## config.mk

```make
export PLATFORM = sky130hd
export DESIGN_NAME = inv_addr_seq
export DESIGN_NICKNAME = d
export VERILOG_FILES = /design/src/rtl/inv_addr_seq_pkg.sv /design/src/rtl/rc_counter.sv /design/src/rtl/inv_addr_seq.sv
export SDC_FILE = /design/constraint.sdc
export NUM_CORES = 1
export LEC_CHECK = 0
export ABC_CLOCK_PERIOD_IN_PS = 1550
export CELL_PAD_IN_SITES_DETAIL_PLACEMENT = 0
export CELL_PAD_IN_SITES_GLOBAL_PLACEMENT = 1
export CORE_MARGIN = 5
export CORE_UTILIZATION = 28
export DETAILED_ROUTE_END_ITERATION = 10
export HOLD_SLACK_MARGIN = 0.12
export PLACE_DENSITY = 0.75
export SYNTH_ARGS = -nofsm -noshare
export SYNTH_HDL_FRONTEND = slang
export SYNTH_SLANG_ARGS = --single-unit
export TNS_END_PERCENT = 20
```

## constraint.sdc

```tcl
create_clock -name clk -period 1.55 [get_ports clk]
set_input_delay 0.31 -clock clk [delete_from_list [all_inputs] [get_ports clk]]
set_output_delay 0.31 -clock clk [all_outputs]
set_load 0.03 [all_outputs]
```

## src/rtl/inv_addr_seq_pkg.sv

```systemverilog
// Shared types and constant helpers for the cofactor/adjugate address sequencer.
package inv_addr_seq_pkg;

  typedef enum logic [1:0] {
    IDLE = 2'd0,
    RUN  = 2'd1,
    DONE = 2'd2
  } state_e;

  // Ceiling log2, usable in parameter expressions.
  function automatic int unsigned clog2(input int unsigned v);
    int unsigned r;
    r = 0;
    for (int unsigned i = 0; i < 32; i++) begin
      if ((64'd1 << i) < 64'(v)) r = i + 1;
    end
    return r;
  endfunction

endpackage

```

## src/rtl/rc_counter.sv

```systemverilog
// Row-major row/col counter for an N x N matrix; wrap flags the (N-1,N-1) position.
module rc_counter
  import inv_addr_seq_pkg::*;
#(
  parameter  int unsigned N  = 4,
  localparam int unsigned RW = (clog2(N) > 0) ? clog2(N) : 1
) (
  input  logic          clk,
  input  logic          rst,
  input  logic          clr_i,
  input  logic          inc_i,
  output logic [RW-1:0] row,
  output logic [RW-1:0] col,
  output logic          wrap
);

  localparam logic [RW-1:0] MAX = RW'(N - 1);

  logic [RW-1:0] row_q, row_d;
  logic [RW-1:0] col_q, col_d;
  logic          col_end;

  assign col_end = (col_q == MAX);

  always_comb begin
    row_d = row_q;
    col_d = col_q;
    if (clr_i) begin
      row_d = '0;
      col_d = '0;
    end else if (inc_i) begin
      if (col_end) begin
        col_d = '0;
        row_d = (row_q == MAX) ? '0 : row_q + RW'(1);
      end else begin
        col_d = col_q + RW'(1);
      end
    end
  end

  always_ff @(posedge clk) begin
    if (rst) begin
      row_q <= '0;
      col_q <= '0;
    end else begin
      row_q <= row_d;
      col_q <= col_d;
    end
  end

  assign row  = row_q;
  assign col  = col_q;
  assign wrap = col_end && (row_q == MAX);

endmodule

```

## src/rtl/inv_addr_seq.sv

```systemverilog
// Element address sequencer for matrix inversion: walks all N*N cofactors,
// emitting source index, (optionally transposed) destination index and sign.
module inv_addr_seq
  import inv_addr_seq_pkg::*;
#(
  parameter int unsigned N  = 4,
  parameter int unsigned AW = clog2(N * N)
) (
  input  logic          clk,
  input  logic          rst,
  input  logic          start,
  input  logic          stall,
  input  logic          transpose,
  output logic          busy,
  output logic          en,
  output logic          sign,
  output logic [AW-1:0] addr_src,
  output logic [AW-1:0] addr_dst,
  output logic          last,
  output logic          done
);

  localparam int unsigned RW = (clog2(N) > 0) ? clog2(N) : 1;

  state_e        state_q, state_d;
  logic          tr_q, tr_d;
  logic          clr;
  logic          run;
  logic          wrap;
  logic [RW-1:0] row, col;
  logic [AW-1:0] idx_rc, idx_cr;

  rc_counter #(.N(N)) u_rc (
    .clk   (clk),
    .rst   (rst),
    .clr_i (clr),
    .inc_i (en),
    .row   (row),
    .col   (col),
    .wrap  (wrap)
  );

  always_ff @(posedge clk) begin
    if (rst) begin
      state_q <= IDLE;
      tr_q    <= 1'b0;
    end else begin
      state_q <= state_d;
      tr_q    <= tr_d;
    end
  end

  // Sweep control; transpose mode is captured only when a sweep is accepted.
  always_comb begin
    state_d = state_q;
    tr_d    = tr_q;
    clr     = 1'b0;
    case (state_q)
      IDLE: begin
        if (start) begin
          state_d = RUN;
          tr_d    = transpose;
          clr     = 1'b1;
        end
      end
      RUN:     if (!stall && wrap) state_d = DONE;
      DONE:    state_d = IDLE;
      default: state_d = IDLE;
    endcase
  end

  assign run    = (state_q == RUN);
  assign idx_rc = AW'(row) * AW'(N) + AW'(col);
  assign idx_cr = AW'(col) * AW'(N) + AW'(row);

  // Everything except busy/done is forced to zero outside RUN.
  assign busy     = run;
  assign en       = run && !stall;
  assign sign     = run && (row[0] ^ col[0]);
  assign addr_src = run ? idx_rc : '0;
  assign addr_dst = run ? (tr_q ? idx_cr : idx_rc) : '0;
  assign last     = run && wrap;
  assign done     = (state_q == DONE);

endmodule

```

[Word-level counts from Yosys, hierarchy flattened]
Index checks and enable logic that the tools add are counted.
W data, S select, Z words.
Word-level totals
  bits of input ports: 5
  flip-flop bits (word level): 7
  logic and storage cells: 36
  output and inout bits: 13
Operators by class
  eq/ne operators: 6
  bitwise operators: 1
  reduce and logical (&&, ||, !) cells: 11
  muxes and demuxes: 10
  add/sub/neg operators: 4
Operator list (number)
  $mux W4: 3
  $add A4 B2 Y4: 2
  $mux W2: 4
  $eq A2 B2 Y1 const B: 3
  $reduce_and A2 Y1: 3
  $logic_and A1 B1 Y1: 5
  $add A2 B1 Y2 const B: 2
  $pmux W2 S2: 1
  $eq A2 B1 Y1 const B: 1
  $logic_not A2 Y1: 1
  $mux W1: 2
  $ne A2 B1 Y1 const B: 1
  $ne A2 B2 Y1 const B: 1
  $reduce_or A2 Y1: 1
  $logic_not A1 Y1: 1
  $xor A1 B1 Y1: 1

[Logic depth before layout (Yosys ltp)]
Gate-level depths: netlist (run 1).
  depth in word-level cells: 5
  depth in mapped cells: 4
  gate-level depth less buffers: 4

[By module]
Synthesis (run 1) repeated with hierarchy kept, for this count alone.
Unflattened totals
  cell total of the unflattened synthesis: 51
  area total of the unflattened synthesis: 478.0 sq um
By module, submodules not included
  inv_addr_seq: instances 1, cells an instance 32, area each 276.5 sq um, seq. area each 60.1 sq um
  rc_counter: instances 1, cells an instance 19, area each 201.4 sq um, seq. area each 80.1 sq um

[Worst setup path before layout (run 1)]
Ideal clock, no wire load.
  path type: register to output
  start: reg state_q[1]
  end: out addr_src[0]
  required time: 1240 ps
  buffers on the path: 1
  setup slack: 128 ps
  cell stages (with the launch flop): 5
  arrival time: 1112 ps
  cells stage by stage: dfxtp_1 > nand2b_1 > buf_4 > inv_2 > and2_1
Between the ends
  word-level cells in the longest chain between the ends: 2
Ends and longest elaborated chain
  from (decl): RTL line inv_addr_seq.sv:25  | state_e state_q, state_d;
  from (signal assigned): RTL line inv_addr_seq.sv:48  | state_q <= state_d;
  $eq A2 B1 Y1: RTL line inv_addr_seq.sv:72  | assign run = (state_q == RUN);
  via busy: RTL line inv_addr_seq.sv:14  | output logic busy,
  $mux W4: RTL line inv_addr_seq.sv:80  | assign addr_src = run ? idx_rc : '0;
  to (decl): RTL line inv_addr_seq.sv:17  | output logic [AW-1:0] addr_src,
The timed path passes the listed nets, and every way through them passes these cells.

[Worst setup path after layout (run 1)]
  start: reg state_q[0]
  end: out en
Between the ends
  word-level cells in the longest chain between the ends: 2
Ends and longest elaborated chain
  $eq A2 B1 Y1: RTL line inv_addr_seq.sv:72
  $logic_and A1 B1 Y1: RTL line inv_addr_seq.sv:78  | assign en = run && !stall;
  to (decl): RTL line inv_addr_seq.sv:15  | output logic en,
No other way between the ends.

==> metrics.cfg, run 1 <==
[synthesis]
netlist_top_cells_area=sky130_fd_sc_hd__dfxtp_1 (32%), sky130_fd_sc_hd__mux2i_1 (18%), sky130_fd_sc_hd__nor2_1 (12%), sky130_fd_sc_hd__and2_1 (5.6%), sky130_fd_sc_hd__ha_1 (5.6%)
synth.net_count=58
synth_seq_cells=7
synth_top_area_cell=sky130_fd_sc_hd__dfxtp_1
cell_area_after_synthesis_um2=444
yosys.cell_types.count=20
synth_compound_area_frac=0.0451
netlist.area_leader.share=0.315
synth-adder-area-share=0.0563
synth_xor_xnor_area_share=0.0197
synthesis_warning_total=0
synth.area.mux_share=0.180
synthesis.instances=51
synthesis.area_per_instance_um2=8.71
post_synth_and_or_nand_nor_area_fraction=0.349
sequential_share_of_the_synthesized_area=0.315
combinational_family_with_the_most_area_after_synthesis=simple AND/OR/NAND/NOR gates

[detailed_routing]
drtAntennaViolNets=0
viasPerCell=4.67
route.vias.total=425
drc_errors=0
drt_pre_antenna_iters=4
dr_iter_0_viols=11
routed_wirelength_um=1110
avgRoutedWirePerCell_um=12.1

[final_layout]
diodes=0
drive_gt1_frac=0.400
mostFrequentLayoutCell=sky130_fd_sc_hd__buf_4
layout_common_cells=sky130_fd_sc_hd__buf_4 (18), sky130_fd_sc_hd__nor2_1 (14), sky130_fd_sc_hd__mux2i_1 (8), sky130_fd_sc_hd__dfxtp_1 (5), sky130_fd_sc_hd__and2_1 (4)
net_count_of_the_finished_layout=83
syn2layout_area_growth_pct=52.1

[global_routing]
grt_use_met2=0.142
gr_met3_demand_resource=0.0271
globalRouteTotalUtil=0.0971
grt_antenna_before_repair=0
global_route_wire_length_before_repair_um=1840
grt_remaining_overflow=0
first_global_vias=424
busiest_layer=met2
grt_start_max_net_pins=10
grtUsageMet1=0.116

[power_and_ir_drop]
switching_power_w=0.000117
irDropWorstVdd_mv=0.348
power.combinational.fraction=0.168
power.density_mw_per_mm2=640
power_frac_seq=0.434
net_switching_fraction_of_the_power=0.271
power_leakage_nw=0.284
intPower_w=0.000315
p_clk_frac=0.398

[timing]
timing.final.hold_violations=0
finalClockSkew_ns=0.00368
worst_pin_slew_ns=0.329
final_critical_path_setup_slack_ns=0.0670
post-route-period-util=0.957
slew-limit-headroom=0.780
unrepaired_setup_endpoints_after_global_routing=false
timing_max_transition_violations_final=0
maxClockFrequency_ghz=0.674
holdWs_ns=0.523
finalSetupViolations=0
layout_min_cycle_time_ns=1.48

[floorplan]
ios=18
floorplan.initialDensity=0.295
die_area_mm2=0.00248
floorplan_core_area_mm2=0.00151
num_rows=14
chipHeight_um=49.8
fp.dieW_um=49.8

[worst_setup_path]
crit_family=flip-flops
start_kind=flip-flop
setup.worst_path.end_class=output port
crit_start=state_q[0]
critPathSlowestCell=sky130_fd_sc_hd__dfxtp_1
worstPathRequired_ns=1.24
cp_data_arrival_time_ns=1.17
crit_path_buffers_inverters=2
criticalPathCategory=reg -> out
max_stage_delay_ns=0.38
critPathMaxFanout=6
r2r_start=state_q[0]
critical_path.cell_chain=buf_4, nor3b_4, buf_4
cpMostUsedCell=sky130_fd_sc_hd__buf_4

[clocking]
holdBufCountCts=0
cts_sinks=7
clk_pin_slew_worst_paths_ns=0.05
number_of_buffers_on_the_longest_clock_path=2
h_tree_depth=1
cts_setup_buffers=0
cts_buffers=3
tritoncts=built
clock_latency_ns=0.26
cts.root.buffer_cell=sky130_fd_sc_hd__clkbuf_4

[run]
max_cap_viol_count=0

[placed_design]
finalWeightedCongestion=0.676
port_buffers=17
dpl.hpwl_um=863
preCtsSetupSlack_ns=-0.0457

[hold_path]
hold_path_startpoint=stall
hp-class=in -> reg

[outcome]
outcome=finished clean

[state kept, by name (all words and copies together) (netlist names)]
signal    cells
u_rc.row      2
tr_q          1
u_rc.col      2
state_q       2
[kinds of logic after synthesis]
kind of cell,count (synthesis)
AND/OR/NAND/NOR,27
multiplexers,8
flip-flops,7
AO/OA/AOI/OAI,3
buffers and inverters,3
adder cells (fa/ha/maj),2
XOR/XNOR,1
[final timing paths]
| check | to | slack, ns | cells after the start |
|---|---|---|---|
| min | state_q[1] | 0.52 | 2 |
| min reg2reg | u_rc.row[1] | 0.53 | 2 |
| max reg2reg | u_rc.col[0] | 0.35 | 4 |
| max | en | 0.07 | 3 |
[power by group through the flow]
stage	clock (W)	sequential [W]	combinational, W
2_1_floorplan	0	0.000193	0.0000425
3_3_place_gp	0	0.000194	0.0000735
3_5_place_dp	0	0.000194	0.0000727
4_1_cts	0.000176	0.000190	0.0000729
5_1_grt	0.000184	0.000188	0.0000790
6_report	0.000172	0.000187	0.0000728
[repair_timing]
item	CTS	global route
pin swaps	0	0
endpoints found under the setup margin	6	5
gates resized for setup	3	7
[final cells by class]
class                           count  area (um^2)
Clock buffer                        4         26.3
Fill cell                         160          831
Inverter                            1         3.75
Multi-Input combinational cell     41          304
Sequential cell                     7          148
Tap cell                           16         20.0
Timing Repair Buffer               22          174
[synthesized netlist by cell type]
cell type	instances
sky130_fd_sc_hd__a2111oi_1	1
sky130_fd_sc_hd__nor2_1	14
sky130_fd_sc_hd__and4bb_1	1
sky130_fd_sc_hd__buf_4	1
sky130_fd_sc_hd__nor3b_4	1
sky130_fd_sc_hd__or2_1	1
sky130_fd_sc_hd__ha_1	2
sky130_fd_sc_hd__nor4_2	1
sky130_fd_sc_hd__inv_2	1
sky130_fd_sc_hd__nand2_1	2
sky130_fd_sc_hd__nand2b_1	1
sky130_fd_sc_hd__o21ai_1	1
sky130_fd_sc_hd__clkbuf_1	1
sky130_fd_sc_hd__nor2b_1	1
sky130_fd_sc_hd__a21oi_1	1
sky130_fd_sc_hd__dfxtp_1	7
sky130_fd_sc_hd__mux2i_1	8
sky130_fd_sc_hd__nor3b_1	1
sky130_fd_sc_hd__xnor2_1	1
sky130_fd_sc_hd__and2_1	4
[routing by layer]
layer  vias to the layer above  share of wire
met5                         -              0
met4                         0          0.015
met3                         2          0.074
met2                        15           0.48
met1                       188           0.43
li1                        220              -
[worst register-to-register path, delay by kind of cell (launching register included)]
family | cells | cell delay [ns]
DFF | 1 | 0.33
buffers and inverters | 1 | 0.17
and+or+nand+nor | 3 | 0.61
[metrics by stage]
stage / utilization / std cells / instance area [um^2] / setup TNS [ns] / power [W]
4_1_cts: 0.436 / 91 / 657 / -0.0124 / 0.000439
5_1_grt: 0.449 / 91 / 676 / 0 / 0.000451
3_3_place_gp: 0.417 / 87 / 628 / -0.0755 / 0.000267
6_report: 0.449 / 91 / 676 / 0 / 0.000432
2_1_floorplan: - / 51 / 444 / 0 / 0.000236
3_5_place_dp: 0.417 / 87 / 628 / -0.113 / 0.000266
Note: power is estimated with default switching activity, not from simulation.
==> run 2, diff against run 1 <==
--- a/config.mk
+++ b/config.mk
@@ -12,7 +12,7 @@
 export CORE_UTILIZATION = 28
 export DETAILED_ROUTE_END_ITERATION = 10
 export HOLD_SLACK_MARGIN = 0.12
-export PLACE_DENSITY = 0.75
+export PLACE_DENSITY = 0.73
 export SYNTH_ARGS = -nofsm -noshare
 export SYNTH_HDL_FRONTEND = slang
 export SYNTH_SLANG_ARGS = --single-unit
==> run 2 against run 1 <==
Sequential power is 3% higher. Clock power about the same. Register-to-register slack about the same. Critical path depth unchanged. Critical path type unchanged. Largest power group unchanged.
==> metrics.cfg, run 2 (synthesized netlist as in run 1, its figures left out) <==
[final_layout]
final_core_utilization=0.463  ; +0.0141
layout_common_cells=sky130_fd_sc_hd__buf_4 (20), sky130_fd_sc_hd__nor2_1 (14), sky130_fd_sc_hd__mux2i_1 (8), sky130_fd_sc_hd__and2_1 (4), sky130_fd_sc_hd__dfxtp_1 (4)
syn2layout_area_growth_pct=56.9
mostFrequentLayoutCell=sky130_fd_sc_hd__buf_4
diodes=0  ; unchanged
drive_gt1_frac=0.403  ; +0.00260
net_count_of_the_finished_layout=85  ; +2.4%

[detailed_routing]
drtAntennaViolNets=0  ; unchanged
routed_wirelength_um=1090  ; -1.1%
dr_iter_0_viols=2  ; -9
drt_pre_antenna_iters=2  ; -2
route.vias.total=440  ; +3.5%
viasPerCell=4.73  ; +1.3%
drc_errors=0  ; unchanged
avgRoutedWirePerCell_um=11.8  ; -3.2%

[worst_setup_path]
criticalPathCategory=reg -> out
setup.worst_path.end_class=output port
critPathSlowestCell=sky130_fd_sc_hd__dfxtp_1
start_kind=flip-flop
reg2reg_slack_ns=0.34  ; about the same
cp_data_arrival_time_ns=1.18  ; about the same
reg2reg_depth=4  ; unchanged
critPathMaxFanout=5  ; -1
worstPathRequired_ns=1.24  ; about the same
r2r_start=u_rc.row[1]
max_stage_delay_ns=0.46  ; +0.08 ns
critical_path.cell_chain=mux2i_1, nor2_1, buf_4
reg2reg_to=state_q[0]

[global_routing]
grt_antenna_before_repair=0  ; unchanged
grtUsageMet1=0.103  ; -0.0125
global_route_wire_length_before_repair_um=1800  ; -2.3%
grt_start_max_net_pins=8  ; -2
gr_met3_demand_resource=0.0542  ; +0.0271
globalRouteTotalUtil=0.0959  ; -0.00117
first_global_vias=401  ; -5.4%
grt_use_met2=0.146  ; +0.00424
busiest_layer=met2
grt_remaining_overflow=0  ; unchanged

[timing]
worst_pin_slew_ns=0.319  ; -0.0101 ns
finalClockSkew_ns=0.0102  ; +0.00651 ns
layout_min_cycle_time_ns=1.49  ; +0.00444 ns
fin_tns_setup_ns=0  ; unchanged
maxClockFrequency_ghz=0.672  ; -0.30%
timing_max_transition_violations_final=0  ; unchanged
finalSetupViolations=0  ; unchanged
slew-limit-headroom=0.787  ; +0.00677
post-route-period-util=0.960  ; +0.00287
timing.final.hold_violations=0  ; unchanged

[floorplan]
chipHeight_um=49.8  ; unchanged
die_area_mm2=0.00248  ; unchanged
floorplan_core_area_mm2=0.00151  ; unchanged
floorplan.initialDensity=0.295  ; unchanged
ios=18  ; unchanged
num_rows=14  ; unchanged
fp.dieW_um=49.8  ; unchanged

[power_and_ir_drop]
p_clk_frac=0.388  ; -0.010
switching_power_w=0.000116  ; -0.99%
power_leakage_nw=0.295  ; +4.1%
net_switching_fraction_of_the_power=0.266  ; -0.00517
power.density_mw_per_mm2=626  ; -2.1%
irDropWorstVdd_mv=0.395  ; +13%
power_frac_seq=0.440  ; +0.006
intPower_w=0.000320  ; +1.7%
power.combinational.fraction=0.172  ; +0.004

[clocking]
cts.root.buffer_cell=sky130_fd_sc_hd__clkbuf_4
number_of_buffers_on_the_longest_clock_path=2  ; unchanged
cts_buffers=3  ; unchanged
clock_latency_ns=0.26  ; about the same
clk_pin_slew_worst_paths_ns=0.06  ; about the same
h_tree_depth=1  ; unchanged
tritoncts=built
cts_sinks=7  ; unchanged
holdBufCountCts=0  ; unchanged
cts_setup_buffers=0  ; unchanged

[placed_design]
dpl.hpwl_um=895  ; +3.7%
port_buffers=17  ; unchanged
finalWeightedCongestion=0.741  ; +9.5%

[hold_path]
hp-class=reg -> reg
min_to=state_q[0]
whs_path_depth=1  ; -1
hold_path_startpoint=state_q[0]

[outcome]
outcome=finished clean

[run]
max_cap_viol_count=0  ; unchanged

==> run 2: cell types whose count changed in the layout (fill, tap and decap cells not counted), sizes merged <==
cell  previous run  this run
buf             18        20
==> run 2: worst max-delay path by stage <==
| stage | from | end | cells after the start | slack (ns) |
|---|---|---|---|---|
| 6_report | tr_q | addr_dst[0] | 3 | 0.06 |
| 5_1_grt | tr_q | addr_dst[0] | 3 | -0.008 |
| 4_1_cts | u_rc.row[1] | last | 4 | -0.007 |
| 3_5_place_dp | stall | state_q[0] | 4 | -0.04 |
| 3_3_place_gp | stall | state_q[0] | 4 | -0.01 |
| 2_1_floorplan | state_q[1] | addr_src[0] | 4 | 0.13 |
==> run 2: through the flow <==
stage / power (W) / instances / instance area, um^2 / setup slack [ns] / hold WS (ns)
2_1_floorplan: 0.000236 / 51 / 444 / 0.128 / 0.381
3_3_place_gp: 0.000271 / 89 / 643 / -0.0136 / 0.556
3_5_place_dp: 0.000271 / 89 / 643 / -0.0408 / 0.555
4_1_cts: 0.000445 / 93 / 671 / -0.00717 / 0.521
5_1_grt: 0.000463 / 93 / 697 / -0.00760 / 0.538
6_report: 0.000436 / 93 / 697 / 0.0626 / 0.505
==> run 2: final cells by class <==
type / instances / area [um^2]
fillers: 163 / 810
multi-input cells: 41 / 309
repair buffers: 24 / 189
flip-flops and latches: 7 / 149
clock buffers: 4 / 26.3
well taps: 16 / 20.0
inverters: 1 / 3.75
==> run 2: routing by layer <==
layer  share of wire  routed length, um
met2            0.48                521
met5               0                  0
met4           0.020                 22
met3           0.084                 92
met1            0.42                457
==> run 2: critical path, delay by kind of cell (launching register included) <==
| kind | cells | cell delay (ns) |
|---|---|---|
| mux | 1 | 0.24 |
| buf+inv | 1 | 0.16 |
| simple gates | 1 | 0.06 |
| flops | 1 | 0.46 |
==> run 2: power by group through the flow <==
stage          sequential [W]  clock, W  combinational [W]
6_report             0.000192  0.000169          0.0000748
5_1_grt              0.000193  0.000188          0.0000823
3_3_place_gp         0.000196         0          0.0000745
3_5_place_dp         0.000196         0          0.0000747
2_1_floorplan        0.000193         0          0.0000425
4_1_cts              0.000193  0.000179          0.0000741
==> run 2: what timing repair did <==
action,4_1_cts,5_1_grt
pin swaps,0,0
endpoints found under the setup margin,7,10
endpoints found under the hold margin,0,0
resized for setup,3,6
==> run 3, diff against run 2 <==
--- a/config.mk
+++ b/config.mk
@@ -5,7 +5,6 @@
 export SDC_FILE = /design/constraint.sdc
 export NUM_CORES = 1
 export LEC_CHECK = 0
-export ABC_CLOCK_PERIOD_IN_PS = 1550
 export CELL_PAD_IN_SITES_DETAIL_PLACEMENT = 0
 export CELL_PAD_IN_SITES_GLOBAL_PLACEMENT = 1
 export CORE_MARGIN = 5
==> results of run 3 <==
The final DEF is identical to that of run 2; final timing and power are the same.
